[config.mk]
export PLATFORM = sky130hd
export DESIGN_NAME = usb_ls_rx
export DESIGN_NICKNAME = d
export VERILOG_FILES = /design/src/rtl/usb_ls_rx.sv
export SDC_FILE = /design/constraint.sdc
export NUM_CORES = 1
export LEC_CHECK = 0
export CORE_MARGIN = 5
export CORE_UTILIZATION = 50
export CTS_CLUSTER_DIAMETER = 120
export CTS_CLUSTER_SIZE = 12
export DETAILED_ROUTE_END_ITERATION = 7
export PLACE_DENSITY = 0.69
export SYNTH_ARGS = -nofsm -noshare
export SYNTH_HDL_FRONTEND = slang
export SYNTH_SLANG_ARGS = --single-unit
export TNS_END_PERCENT = 5
[constraint.sdc]
create_clock -name clk -period 3.58 [get_ports clk]
set_clock_uncertainty 0.2 [all_clocks]
set_input_delay 0.358 -clock clk [delete_from_list [all_inputs] [get_ports clk]]
set_output_delay 0.358 -clock clk [all_outputs]
set_load 0.02 [all_outputs]
[src/rtl/usb_ls_rx.sv]
`default_nettype none
// ---------------------------------------------------------------------------
// usb_ls_rx : low-speed USB receiver (sync detect, NRZI decode, unstuffing).
//             Define USB_RX_PID_CHECK_EN to validate the first byte as a PID.
// Rev 1.0
// ---------------------------------------------------------------------------
module usb_ls_rx #(
  parameter int CLKS_PER_BIT = 18
) (
  input  logic       clk,
  input  logic       rst_n,
  input  logic       usb_dp,
  input  logic       usb_dn,
  input  logic       rx_enable,
  output logic [7:0] rx_data,
  output logic       rx_valid,
  output logic       rx_active,
  output logic       rx_eop,
  output logic       rx_error
);
  localparam int CW = (CLKS_PER_BIT > 2) ? $clog2(CLKS_PER_BIT) : 1;
  localparam logic [CW-1:0] c_half_bit = CW'(CLKS_PER_BIT / 2);
  localparam logic [CW-1:0] c_reload   = CW'(CLKS_PER_BIT - 1);

  typedef enum logic [1:0] {LS_J = 2'd0, LS_K = 2'd1, LS_SE0 = 2'd2} line_t;
  typedef enum logic [1:0] {ST_IDLE = 2'd0, ST_SYNC = 2'd1, ST_DATA = 2'd2, ST_EOP = 2'd3} state_t;

  logic [1:0]    r_dp_sync, r_dn_sync;
  line_t         w_line, r_line_prev, r_last_jk;
  logic [CW-1:0] r_phase;
  logic          w_sample, w_se0, w_bit, w_pid_bad;

  state_t        r_state, n_state;
  logic [2:0]    r_zeros, n_zeros, r_ones, n_ones, r_bits, n_bits;
  logic [6:0]    r_shift, n_shift;
  logic [7:0]    n_data;
  logic          r_pending, n_pending, r_good, n_good, r_se0_seen, n_se0_seen;
  logic          n_valid, n_active, n_eop, n_error;

  always_ff @(posedge clk or negedge rst_n) begin
    if (!rst_n) begin
      r_dp_sync <= 2'b00;
      r_dn_sync <= 2'b11;
    end else begin
      r_dp_sync <= {r_dp_sync[0], usb_dp};
      r_dn_sync <= {r_dn_sync[0], usb_dn};
    end
  end

  always_comb begin
    w_line = LS_SE0;
    if (r_dp_sync[1] && !r_dn_sync[1])      w_line = LS_K;
    else if (!r_dp_sync[1] && r_dn_sync[1]) w_line = LS_J;
  end

  // Phase counter re-centres on every line change so samples land mid-bit.
  always_ff @(posedge clk or negedge rst_n) begin
    if (!rst_n) begin
      r_line_prev <= LS_J;
      r_phase     <= '0;
      r_last_jk   <= LS_J;
    end else begin
      r_line_prev <= w_line;
      if (w_line != r_line_prev) r_phase <= c_half_bit;
      else if (r_phase == '0)    r_phase <= c_reload;
      else                       r_phase <= r_phase - CW'(1);
      if (w_sample && !w_se0)    r_last_jk <= w_line;
    end
  end

  assign w_sample = (w_line == r_line_prev) && (r_phase == '0);
  assign w_se0    = (w_line == LS_SE0);
  assign w_bit    = (w_line == r_last_jk);

`ifdef USB_RX_PID_CHECK_EN
  logic r_first, n_first;
  always_comb begin
    n_first = r_first;
    if (r_state == ST_SYNC && n_state == ST_DATA) n_first = 1'b1;
    else if (r_pending)                           n_first = 1'b0;
  end
  always_ff @(posedge clk or negedge rst_n) begin
    if (!rst_n) r_first <= 1'b0;
    else        r_first <= n_first;
  end
  assign w_pid_bad = r_first && (rx_data[7:4] != ~rx_data[3:0]);
`else
  assign w_pid_bad = 1'b0;
`endif

  always_comb begin
    n_state    = r_state;
    n_zeros    = r_zeros;
    n_ones     = r_ones;
    n_bits     = r_bits;
    n_shift    = r_shift;
    n_data     = rx_data;
    n_pending  = 1'b0;
    n_good     = r_good;
    n_se0_seen = r_se0_seen;
    n_valid    = 1'b0;
    n_active   = rx_active;
    n_eop      = 1'b0;
    n_error    = 1'b0;
    if (!rx_enable) begin
      n_state  = ST_IDLE;
      n_active = 1'b0;
    end else begin
      case (r_state)
        ST_IDLE: if (w_sample && w_line == LS_K) begin
          n_state = ST_SYNC;
          n_zeros = 3'd1;
        end
        ST_SYNC: if (w_sample) begin
          if (w_se0) n_state = ST_IDLE;
          else if (!w_bit) begin
            if (r_zeros != 3'd7) n_zeros = r_zeros + 3'd1;
          end else if (r_zeros >= 3'd5) begin
            n_state    = ST_DATA;
            n_active   = 1'b1;
            n_ones     = 3'd0;
            n_bits     = 3'd0;
            n_good     = 1'b0;
            n_se0_seen = 1'b0;
          end else n_state = ST_IDLE;
        end
        ST_DATA: begin
          if (r_pending) begin
            if (w_pid_bad) begin
              n_state  = ST_EOP;
              n_active = 1'b0;
              n_error  = 1'b1;
            end else n_valid = 1'b1;
          end
          if (w_sample) begin
            if (w_se0) begin
              n_state    = ST_EOP;
              n_se0_seen = 1'b1;
              if (r_bits == 3'd0) n_good = 1'b1;
              else begin
                n_error  = 1'b1;
                n_active = 1'b0;
              end
            end else if (r_ones == 3'd6) begin
              // Bit following six ones must be a stuffed zero; a one is a violation.
              n_ones = 3'd0;
              if (w_bit) begin
                n_state  = ST_EOP;
                n_error  = 1'b1;
                n_active = 1'b0;
              end
            end else begin
              n_ones  = w_bit ? r_ones + 3'd1 : 3'd0;
              n_shift = {w_bit, r_shift[6:1]};
              n_bits  = r_bits + 3'd1;
              if (r_bits == 3'd7) begin
                n_data    = {w_bit, r_shift};
                n_pending = 1'b1;
              end
            end
          end
        end
        ST_EOP: if (w_sample) begin
          if (w_se0) n_se0_seen = 1'b1;
          else if (w_line == LS_J && r_se0_seen) begin
            n_state  = ST_IDLE;
            n_eop    = r_good;
            n_active = 1'b0;
            n_good   = 1'b0;
          end
        end
        default: n_state = ST_IDLE;
      endcase
    end
  end

  always_ff @(posedge clk or negedge rst_n) begin
    if (!rst_n) begin
      r_state    <= ST_IDLE;
      r_zeros    <= 3'd0;
      r_ones     <= 3'd0;
      r_bits     <= 3'd0;
      r_shift    <= 7'd0;
      r_pending  <= 1'b0;
      r_good     <= 1'b0;
      r_se0_seen <= 1'b0;
      rx_data    <= 8'h00;
      rx_valid   <= 1'b0;
      rx_active  <= 1'b0;
      rx_eop     <= 1'b0;
      rx_error   <= 1'b0;
    end else begin
      r_state    <= n_state;
      r_zeros    <= n_zeros;
      r_ones     <= n_ones;
      r_bits     <= n_bits;
      r_shift    <= n_shift;
      r_pending  <= n_pending;
      r_good     <= n_good;
      r_se0_seen <= n_se0_seen;
      rx_data    <= n_data;
      rx_valid   <= n_valid;
      rx_active  <= n_active;
      rx_eop     <= n_eop;
      rx_error   <= n_error;
    end
  end
endmodule
`default_nettype wire

Yosys cells after proc, flatten, opt, wreduce, memory -nomap -nowiden
Cells that the tools add are included.
Widths: inputs -> output; s select.
{"block": "word_totals", "wordCells": 177, "inputBits": 5, "register_bits": 46, "output_inout_bits": 12}
{"block": "op_classes", "n_eq_ne": 42, "n_mux": 83, "n_addsub": 4, "n_reduce_logical": 27, "n_bitwise": 2, "magnitude_cmp": 1}
{"cell": "$mux 3", "count": 16}
{"cell": "$mux 1", "count": 43}
{"cell": "$mux 2", "count": 15}
{"cell": "$ne 2x2->1 const B", "count": 15}
{"cell": "$ne 3x3->1 const B", "count": 10}
{"cell": "$reduce_and 12->1", "count": 2}
{"cell": "$pmux 3 s2", "count": 3}
{"cell": "$reduce_and 9->1", "count": 2}
{"cell": "$ne 4x4->1 const B", "count": 4}
{"cell": "$reduce_and 8->1", "count": 2}
{"cell": "$mux 5", "count": 2}
{"cell": "$add 3x1->3 const B", "count": 3}
{"cell": "$pmux 2 s4", "count": 1}
{"cell": "$reduce_and 7->1", "count": 1}
{"cell": "$eq 2x2->1 const B", "count": 3}
{"cell": "$eq 3x3->1 const B", "count": 2}
{"cell": "$logic_and 1x1->1", "count": 6}
{"cell": "$pmux 1 s3", "count": 2}
{"cell": "$reduce_and 6->1", "count": 1}
{"cell": "$reduce_bool 2->1", "count": 3}
{"cell": "$logic_not 5->1", "count": 1}
{"cell": "$reduce_and 5->1", "count": 1}
{"cell": "$sub 5x1->5 const B", "count": 1}
{"cell": "$eq 2x1->1 const B", "count": 2}
{"cell": "12 further kinds", "count": 18}

Depth between registers and ports, before layout
{"block": "depth", "ltp_word": 11, "ltp_mapped": 9, "mapped_depth_nobuf": 7}

Worst setup path before layout
OpenSTA, ideal clock, no wires.
{"block": "synth_path", "path_type": "register to register", "start": "register r_phase[0]", "end": "register rx_data[0]", "stages_incl_launch_ff": 8, "n_path_buf": 1, "slack_ns": 0.879, "synth_period_minus_slack_ns": 2.701, "arrival_time_ns": 2.376, "required_time_ns": 3.255, "setup_time_ns": 0.125, "cell_sequence": "dfrtp_1 > inv_1 > ha_1 > or4b_4 > or3_4 > or4_4 > buf_6 > mux2_4"}
{"block": "synth_via", "elab_chain_cells": 3}
{"element": "from (decl)", "line_no": "30", "rtl": "logic [CW-1:0] r_phase;"}
{"element": "from (signal assigned)", "line_no": "64", "rtl": "if (w_line != r_line_prev) r_phase <= c_half_bit;"}
{"element": "from (signal assigned)", "line_no": "65", "rtl": "else if (r_phase == '0) r_phase <= c_reload;"}
{"element": "from (signal assigned)", "line_no": "66", "rtl": "else r_phase <= r_phase - CW'(1);"}
{"element": "$logic_not 5->1", "line_no": "71", "rtl": "assign w_sample = (w_line == r_line_prev) && (r_phase == '0);"}
{"element": "$logic_and 1x1->1", "line_no": "71"}
{"element": "$reduce_and 6->1 (no source line)"}
{"element": "to (signal assigned)", "line_no": "201", "rtl": "rx_data <= n_data;"}
{"element": "to (decl)", "line_no": "15", "rtl": "output logic [7:0] rx_data,"}
No other way between the ends.
A chain may end at the register's enable or synchronous reset.

Worst setup path after layout
{"block": "layout_path", "start": "register r_dp_sync[1]", "end": "register rx_data[3]"}
{"block": "layout_via", "elab_chain_cells": 7, "word_cells_on_any_way": 10, "cone_classes": "2 x eq/ne; 2 x mux; 1 x bitwise; 5 x reduce/logical"}
{"element": "from (decl)", "line_no": "28", "rtl": "logic [1:0] r_dp_sync, r_dn_sync;"}
{"element": "from (signal assigned)", "line_no": "45", "rtl": "r_dp_sync <= {r_dp_sync[0], usb_dp};"}
{"element": "$logic_not 1->1", "line_no": "53", "rtl": "else if (!r_dp_sync[1] && r_dn_sync[1]) w_line = LS_J;"}
{"element": "$logic_and 1x1->1", "line_no": "53"}
{"element": "$mux 2", "line_no": "53"}
{"element": "$mux 2 *", "line_no": "52", "rtl": "if (r_dp_sync[1] && !r_dn_sync[1]) w_line = LS_K;"}
{"element": "via w_line[1]", "line_no": "29", "rtl": "line_t w_line, r_line_prev, r_last_jk;"}
{"element": "$eq 2x2->1 (on tied branches)", "line_no": "71, 72"}
{"element": "$logic_and 1x1->1 or $not 1->1 (tied branches)"}
{"element": "$reduce_and 6->1 (no source line) *"}
The timed path passes the listed nets; every way through them passes the cells marked *.

==> results.json <==
{
  "outcome": "finished with violations",
  "violations": "negative hold slack",
  "fin_crit_sh": 0.841,
  "cts_root_buf": "clkbuf_8",
  "async_flop_share": 1.00,
  "peakVddDrop_v": 0.000225,
  "clkLatencyLatePin_ps": 310,
  "die_h_um": 78.1,
  "synth-seq-area-share": 0.497,
  "maxSlewViolCount": 0,
  "boundaryPins": 17,
  "drc": 0,
  "initial_utilization": 0.526,
  "grt_pass1_vias": 1629,
  "routed_via_density": 5.85,
  "reg2reg_from": "r_dp_sync[1]",
  "area_growth_pct": 12.0,
  "netlist_instances": 205,
  "fin_cells": 273,
  "ant_nets": 0,
  "placed_area_um2": 2500,
  "reg2reg_depth": 6,
  "synth_cell_type_count": 48,
  "stdcell_area_um2": 2600,
  "antenna_cells": 0,
  "min_path_type": "in -> async",
  "tightest_slew_ps": 982,
  "place.gp.congestion": 0.877,
  "cts_resized": 0,
  "cp_max_fo": 13,
  "postCtsSetupRepairBufs": 0,
  "final_util": 0.589,
  "dp_hpwl_mm": 3.23,
  "rr_endpoint": "rx_data[3]",
  "ys_top_cells_by_area": "dfrtp_1, ha_1, mux2_2",
  "min_period_ps": 3010,
  "crit_arrival_ps": 3010,
  "finalSetupViolCount": 0,
  "synth_fp_nets": 223,
  "detail_route.iter0.violations": 218,
  "crit_type": "reg -> reg",
  "critPathSlowestCell": "or4_4",
  "hold_buffers": 0,
  "whs_ps": -5.78,
  "core_um2": 4410,
  "die_w_um": 78.1,
  "final_layout_size_suffix_gt1_frac": 0.167,
  "numCtsBuffers": 5,
  "cts_tree": "built",
  "core.rowCount": 24,
  "crit_path_end_kind": "flip-flop",
  "grt_pass1_wl_mm": 7.85,
  "io_buffers": 16,
  "grt_max_degree": 47,
  "startpoint_type": "flip-flop",
  "grt_overflow": 0,
  "tns_ps": 0,
  "layout.nets": 238,
  "r2r_slack_ps": 570,
  "cts_buffer_depth": 2,
  "max_freq_mhz": 332,
  "path_clk_slew_ps": 90,
  "fillCellCount": 381,
  "rsz0062_at_grt": "false",
  "hold_violations": 4,
  "wire_per_inst_um": 16.0,
  "clock-sinks": 46,
  "critPathBufInv": 1,
  "dpl.cell_count": 265,
  "die_area_um2": 6100,
  "p_leak_uw": 0.00123,
  "first_pass_iters": 4,
  "required_ps": 3580,
  "yosys_warnings": 0,
  "avgSynthCellArea_um2": 11.3,
  "htree_levels": 2,
  "yosys_register_bits": 46,
  "antenna_found_initial": 0,
  "via_count": 1597,
  "synth_area_um2": 2320,
  "slew_headroom": 0.345,
  "critical-path-max-stage-delay_ps": 650,
  "grt_usage": 0.159,
  "synth-edff-count": 0,
  "wl_mm": 4.37,
  "p_per_area_nw_per_um2": 377,
  "synth_top_area_frac": 0.475,
  "synth_top_area_cell": "dfrtp_1",
  "synth_flop_cell": "dfrtp_1",
  "cp_cell_sequence": "inv_1 > ha_1 > xor2_1 > or3_4 > or4_4 > mux2_4",
  "maxCapViolCount": 0,
  "crit_family": "simple AND/OR/NAND/NOR gates"
}
report_power, final:
part | internal (µW) | leakage (µW) | switching (µW)
sequential | 536 | 0.000598 | 13.2
combinational | 34.0 | 0.000585 | 59.8
clock | 146 | 0.0000506 | 192
total | 716 | 0.00123 | 265
worst max path at each step:
stage,cells past startpoint,slack (ps),start,endpoint
2_1_floorplan,7,880,r_phase[0],rx_data[0]
3_3_place_gp,5,670,r_dn_sync[1],rx_data[3]
3_5_place_dp,6,580,r_dp_sync[1],rx_data[3]
4_1_cts,6,580,r_dp_sync[1],rx_data[3]
5_1_grt,6,430,r_dp_sync[1],r_shift[1]
6_report,6,570,r_dp_sync[1],rx_data[3]
worst register-to-register path, delay by kind of cell (launching register included):
family                     cells  cell delay (ps)
DFF                            1              380
adders and majority gates      1              550
and+or+nand+nor                2             1170
xor gates and xnor gates       1              210
buffers and inverters          1               60
muxes                          1              340
kinds of logic (layout without fill, tap and decap cells):
kind of cell,after synthesis,count (layout),synth area share
buf+inv,21,37,0.0378
mux,21,21,0.112
compound gates,33,33,0.104
simple gates,65,65,0.156
flops,46,46,0.497
xor+xnor,6,6,0.0227
fa+ha+maj,13,13,0.0701
cell type report:
type                       instances  area [µm²]  share of cell area
sequential                        46        1150               0.444
multi-input combinational        138        1080               0.415
timing repair buffer              16         155              0.0597
clock buffer                       5        68.8              0.0265
tap                               52        65.1              0.0250
inverter                          13        48.8              0.0188
clock inverter                     3        28.8              0.0111
metrics by stage:
| stage | setup WS, ps | total power (µW) |
|---|---|---|
| 2_1_floorplan | 879 | 621 |
| 3_3_place_gp | 668 | 647 |
| 3_5_place_dp | 581 | 654 |
| 4_1_cts | 575 | 992 |
| 5_1_grt | 430 | 1030 |
| 6_report | 568 | 981 |
routing by layer:
| layer | part of all wire | track usage | up-vias |
|---|---|---|---|
| met2 | 0.51 | 0.254 | 36 |
| met3 | 0.043 | 0.0355 | 10 |
| li1 | - | - | 762 |
| met5 | 0 | 0 | - |
| met4 | 0.017 | 0.0811 | 0 |
| met1 | 0.43 | 0.202 | 789 |
synth_stat cells, types with 5 or more instances:
cell / instances
clkbuf_1: 6
dfrtp_1: 44
ha_1: 13
inv_1: 13
mux2_2: 12
mux2_4: 7
nand2_1: 14
nand3_1: 6
nor2_1: 11
nor2b_1: 5
nor3_1: 6
o21ai_0: 10
xor2_1: 5
flip-flops by register name, indices dropped and copies added (netlist names), 2 cells and up:
signal and flops:
r_bits 3, r_last_jk 2, r_phase 5, r_shift 7, r_line_prev 2, r_dp_sync 2, rx_data 8, r_state 2
r_dn_sync 2, r_ones 3, r_zeros 3
cells in the final DEF (no fill, tap or decap), types with 5 or more instances in the layout:
cell type and instances:
xor2_1 5, mux2_4 7, clkbuf_8 5, inv_1 13
nor2_1 11, clkdlybuf4s50_1 15, nand3_1 6, nor3_1 6
o21ai_0 10, dfrtp_1 44, ha_1 13, nand2_1 14
nor2b_1 5, mux2_2 12
Power figures use the tool's default switching activity.
